### src/rtl/seq_addsub_pkg.sv
// Shared types and helpers for the sequential adder/subtractor.
// Holds the FSM encoding, counter sizing and the 1-bit full-adder cell.
package seq_addsub_pkg;

    typedef enum logic [1:0] {
        IDLE = 2'd0,
        RUN  = 2'd1,
        DONE = 2'd2
    } state_e;

    function automatic int clog2(input int value);
        int r;
        r = 0;
        for (int v = value - 1; v > 0; v = v >> 1) begin
            r++;
        end
        return r;
    endfunction

    // A single-step operation still needs a 1-bit counter.
    function automatic int cnt_width(input int steps);
        return (clog2(steps) < 1) ? 1 : clog2(steps);
    endfunction

    // Returns {carry_out, sum} of one full-adder cell.
    function automatic logic [1:0] full_add(input logic x, input logic y, input logic c);
        return {(x & y) | (c & (x ^ y)), x ^ y ^ c};
    endfunction

endpackage

### src/rtl/seq_addsub_digit_adder.sv
// Combinational DIGIT-bit ripple adder built from full-adder cells.
// Also exposes the carry into its top bit for signed-overflow detection.
module digit_adder
    import seq_addsub_pkg::*;
#(
    parameter int DIGIT = 1
) (
    input  logic [DIGIT-1:0] x,
    input  logic [DIGIT-1:0] y,
    input  logic             cin,
    output logic [DIGIT-1:0] s,
    output logic             cout,
    output logic             c_msb
);

    logic [DIGIT:0] c;
    logic [1:0]     fa;

    always_comb begin
        c    = '0;
        s    = '0;
        fa   = '0;
        c[0] = cin;
        for (int i = 0; i < DIGIT; i++) begin
            fa       = full_add(x[i], y[i], c[i]);
            s[i]     = fa[0];
            c[i+1]   = fa[1];
        end
    end

    assign cout  = c[DIGIT];
    assign c_msb = c[DIGIT-1];

endmodule

### src/rtl/seq_addsub.sv
// Multi-cycle adder/subtractor: DIGIT bits per clock through a registered carry.
// Results appear only on the done pulse and are held until the next one.
module seq_addsub
    import seq_addsub_pkg::*;
#(
    parameter int WIDTH = 8,
    parameter int DIGIT = 1
) (
    input  logic             clk,
    input  logic             rst_n,
    input  logic             start,
    input  logic             sub,
    input  logic [WIDTH-1:0] a,
    input  logic [WIDTH-1:0] b,
    input  logic             cin,
    output logic             busy,
    output logic             done,
    output logic [WIDTH-1:0] sum,
    output logic             cout,
    output logic             ovf,
    output logic [1:0]       state_dbg
);

    localparam int STEPS = WIDTH / DIGIT;
    localparam int CW    = cnt_width(STEPS);

    if (DIGIT < 1 || (WIDTH % DIGIT) != 0) begin : g_bad_digit
        $error("seq_addsub: DIGIT must be >= 1 and divide WIDTH");
    end

    // Handshake: start is accepted at an edge only in IDLE or DONE; operands
    // are captured at that edge. done pulses for one cycle when sum/cout/ovf
    // update; start while busy is dropped, start during done chains directly.
    state_e            state;
    logic [WIDTH-1:0]  op_a;
    logic [WIDTH-1:0]  op_b;
    logic [WIDTH-1:0]  acc;
    logic              carry;
    logic [CW-1:0]     cnt;

    logic [DIGIT-1:0]  d_s;
    logic              d_cout;
    logic              d_cmsb;
    logic [WIDTH-1:0]  acc_next;

    digit_adder #(.DIGIT(DIGIT)) u_digit (
        .x     (op_a[DIGIT-1:0]),
        .y     (op_b[DIGIT-1:0]),
        .cin   (carry),
        .s     (d_s),
        .cout  (d_cout),
        .c_msb (d_cmsb)
    );

    // New digit enters at the top; after STEPS shifts the word is aligned.
    assign acc_next  = (acc >> DIGIT) | (WIDTH'(d_s) << (WIDTH - DIGIT));
    assign state_dbg = state;

    always_ff @(posedge clk or negedge rst_n) begin
        if (!rst_n) begin
            state <= IDLE;
            op_a  <= '0;
            op_b  <= '0;
            acc   <= '0;
            carry <= 1'b0;
            cnt   <= '0;
            busy  <= 1'b0;
            done  <= 1'b0;
            sum   <= '0;
            cout  <= 1'b0;
            ovf   <= 1'b0;
        end else begin
            case (state)
                IDLE, DONE: begin
                    done <= 1'b0;
                    if (start) begin
                        op_a  <= a;
                        op_b  <= sub ? ~b : b;
                        carry <= sub ? 1'b1 : cin;
                        cnt   <= '0;
                        busy  <= 1'b1;
                        state <= RUN;
                    end else begin
                        state <= IDLE;
                    end
                end
                RUN: begin
                    op_a  <= op_a >> DIGIT;
                    op_b  <= op_b >> DIGIT;
                    acc   <= acc_next;
                    carry <= d_cout;
                    cnt   <= cnt + 1'b1;
                    if (cnt == CW'(STEPS - 1)) begin
                        sum   <= acc_next;
                        cout  <= d_cout;
                        ovf   <= d_cmsb ^ d_cout;
                        busy  <= 1'b0;
                        done  <= 1'b1;
                        state <= DONE;
                    end
                end
                default: begin
                    busy  <= 1'b0;
                    done  <= 1'b0;
                    state <= IDLE;
                end
            endcase
        end
    end

endmodule

### config.mk
export PLATFORM = sky130hd
export DESIGN_NAME = seq_addsub
export DESIGN_NICKNAME = d
export VERILOG_FILES = /design/src/rtl/seq_addsub_pkg.sv /design/src/rtl/seq_addsub_digit_adder.sv /design/src/rtl/seq_addsub.sv
export SDC_FILE = /design/constraint.sdc
export NUM_CORES = 1
export LEC_CHECK = 0
export CORE_ASPECT_RATIO = 0.5
export CORE_MARGIN = 1.5
export CORE_UTILIZATION = 54
export CTS_CLUSTER_DIAMETER = 30
export CTS_CLUSTER_SIZE = 24
export DETAILED_ROUTE_END_ITERATION = 8
export GPL_ROUTABILITY_DRIVEN = 0
export GPL_TIMING_DRIVEN = 1
export PLACE_DENSITY = 0.83
export SYNTH_ARGS = -nofsm -noshare
export SYNTH_HDL_FRONTEND = slang
export SYNTH_SLANG_ARGS = --single-unit
export TNS_END_PERCENT = 20
### constraint.sdc
create_clock -name clk -period 4.9 [get_ports clk]
set_input_delay 0.98 -clock clk [delete_from_list [all_inputs] [get_ports clk]]
set_output_delay 0.98 -clock clk [all_outputs]
set_load 0.005 [all_outputs]
==> out/metrics.csv <==
metric;value;unit
tightest_slew;0.853;ns
setup-violations-final;0;
fin_crit_sh;54.1;%
drc;0;
synthAdderAreaFrac;2.61;%
required;5.07;ns
n_antenna_cell;0;
worstHoldStart;op_a[2]$_DFFE_PN0P_;
dp.cells;192;
insertion_delay;0.29;ns
track_usage;19.3;%
end_kind;register;
grt-busiest-layer;met2;
cp-start-kind;primary input;
syn_nets;152;
htree_levels;2;
finalMaxSlewViolations;0;
dieArea;3570;µm²
cts-root-buf;clkbuf_8;
path_clk_slew;0.08;ns
postCtsSetupBuffers;0;
clock_skew;0.00670;ns
postCtsHoldBufs;0;
dp.final_hpwl;2020;µm
synth_seq_cells;40;
status;finished, final reports clean;
min_path_type;reg2reg;
final_cell_mix;dfrtp_1 (40), clkdlybuf4s50_1 (33), mux2_2 (17);
antenna_found_initial;0;
critical_path_buf_inv_count;1;
num-nets-final;183;
rows;14;
syn_area;1730;µm²
synth_mux_area_share;11.1;%
critical_path.max_stage_delay;0.63;ns
antenna_left;0;
synth_compound_area_share;14.1;%
seq_area_frac_synth;58.0;%
relSlewSlack;43.2;%
coreArea;3030;µm²
cts_resized;0;
cts_num_sinks;40;
routed_via_density;5.43;
syn_inst;128;
hold_depth;1;
cts_buffer_depth;2;
drive_gt1_share;17.5;%
ir_drop;0.328;mV
fin_crit;2.65;ns
vias;1085;
worstSetupPathType;in2reg;
synth_xor_area_share;4.57;%
finalNonFillerCells;200;
rsz0062_at_grt;false;
min_to;op_a[2]$_DFFE_PN0P_;
synth_top_family_by_area;compound AO/OA/AOI/OAI gates;
reg2reg_slack;3.02;ns
ios;35;
maxCapViolCount;0;
reg2reg_to;op_b[0]$_DFFE_PN0P_;
synth.distinct_cells;22;
grt_pass1_vias;1074;
n_fill_cell;208;
power_density;649;nW/µm²
fmax;377;MHz
crit_fanout;20;
tns;0;ns
final_common_cell;dfrtp_1;
met2_usage;31.2;%
slowest_stage;nor2b_1;
routed_wl;2990;µm
drtPass1Iterations;4;
p_leak;0.996;nW
grt.met1_usage;25.0;%
overflow;0;
wl_per_cell;14.9;µm
finalPower;1.41;mW
chipWidth;83.0;µm
start_util;57.0;%
die_h;43.0;µm
drt_iter0_markers;54;
grt_pass1_wl;5190;µm
port_buffers;34;
grt_max_degree;41;
r2r_cells;3;
cts_tree;built;
synthSimpleGateAreaFrac;5.14;%
worstPathArrival;2.82;ns
numCtsBuffers;5;
r2r-start;state_dbg[0]$_DFFE_PN0P_;
crit_family;simple AND/OR/NAND/NOR gates;
ys.warnings.count;0;
syn_to_final_growth;25.6;%
grt_use_met3;6.03;%
final_hold_viol_count;0;
syn_area_per_cell;13.5;µm²
crit_chain;clkdlybuf4s50_1 > nor2b_1 > nor2_2 > a221o_1;
==> logic make-up after synthesis <==
kind of cell,Yosys count
adder cells (fa/ha/maj),3
AO/OA/AOI/OAI,29
XOR/XNOR,9
buffers and inverters,12
multiplexers,17
AND/OR/NAND/NOR,18
flip-flops,40
==> sequential cells by signal (all words and copies together) (netlist names) <==
| register | cells |
|---|---|
| op_b | 8 |
| carry | 1 |
| op_a | 8 |
| cout | 1 |
| sum | 8 |
| busy | 1 |
| cnt | 3 |
| ovf | 1 |
| state_dbg | 2 |
| acc | 7 |
==> area by class of cell <==
class | instances | area, µm² | share of cell area [%]
tap | 40 | 50.0 | 2.31
timing repair buffer | 34 | 335 | 15.5
clock buffer | 7 | 96.3 | 4.44
clock inverter | 1 | 30.0 | 1.38
multi-input combinational | 76 | 648 | 29.9
inverter | 2 | 7.51 | 0.346
sequential | 40 | 1000 | 46.2
==> cell usage after synthesis (all sizes together) <==
library cell / instances / area [µm²]
a21o: 7 / 52.6
a221o: 8 / 80.1
a22o: 11 / 96.3
buf: 9 / 66.3
clkbuf: 1 / 3.75
dfrtp: 40 / 1000
fa: 1 / 20.0
ha: 2 / 25.0
inv: 2 / 7.51
mux2: 17 / 191
nand2: 2 / 7.51
nand2b: 1 / 6.26
nand3b: 1 / 7.51
nor2: 12 / 47.6
nor2b: 2 / 20.0
o21ai: 3 / 15.0
xnor2: 8 / 70.1
xor2: 1 / 8.76
==> routing by layer <==
layer / vias to the layer above / part of all wire (%)
met2: 24 / 47
met4: 0 / 1.3
met5: - / 0
li1: 518 / -
met3: 5 / 4.6
met1: 538 / 47
==> worst reg2reg max path, stage by stage, from the launching register on <==
cell	delay (ns)
dfrtp_1	0.43
nor2b_1	0.62
nor2_2	0.34
a221o_1	0.37
==> stage by stage <==
| step | utilization [%] | area, µm² | hold WS [ns] | setup slack, ns |
|---|---|---|---|---|
| after floorplan | - | 1730 | 0.450 | 3.07 |
| after global placement | 67.4 | 2040 | 0.461 | 2.09 |
| after detailed placement | 67.4 | 2040 | 0.467 | 2.01 |
| after CTS | 71.6 | 2170 | 0.485 | 2.28 |
| after global routing | 71.6 | 2170 | 0.494 | 2.16 |
| final | 71.6 | 2170 | 0.482 | 2.25 |
==> how the worst max path moves through the flow <==
stage / startpoint / end / slack, ns / depth (start not counted)
final: start / op_b[0]$_DFFE_PN0P_ / 2.25 / 4
after global routing: start / carry$_DFFE_PN0P_ / 2.16 / 4
after CTS: start / op_b[0]$_DFFE_PN0P_ / 2.28 / 4
after detailed placement: start / op_b[6]$_DFFE_PN0P_ / 2.01 / 4
after global placement: start / op_b[0]$_DFFE_PN0P_ / 2.09 / 4
after floorplan: start / op_b[1]$_DFFE_PN0P_ / 3.07 / 5
==> power breakdown <==
| group | switching [mW] | internal, mW |
|---|---|---|
| clock network | 0.111 | 0.180 |
| registers | 0.0988 | 0.488 |
| logic | 0.208 | 0.323 |
| total | 0.417 | 0.991 |
No activity file was read; power rests on OpenSTA's default activity.
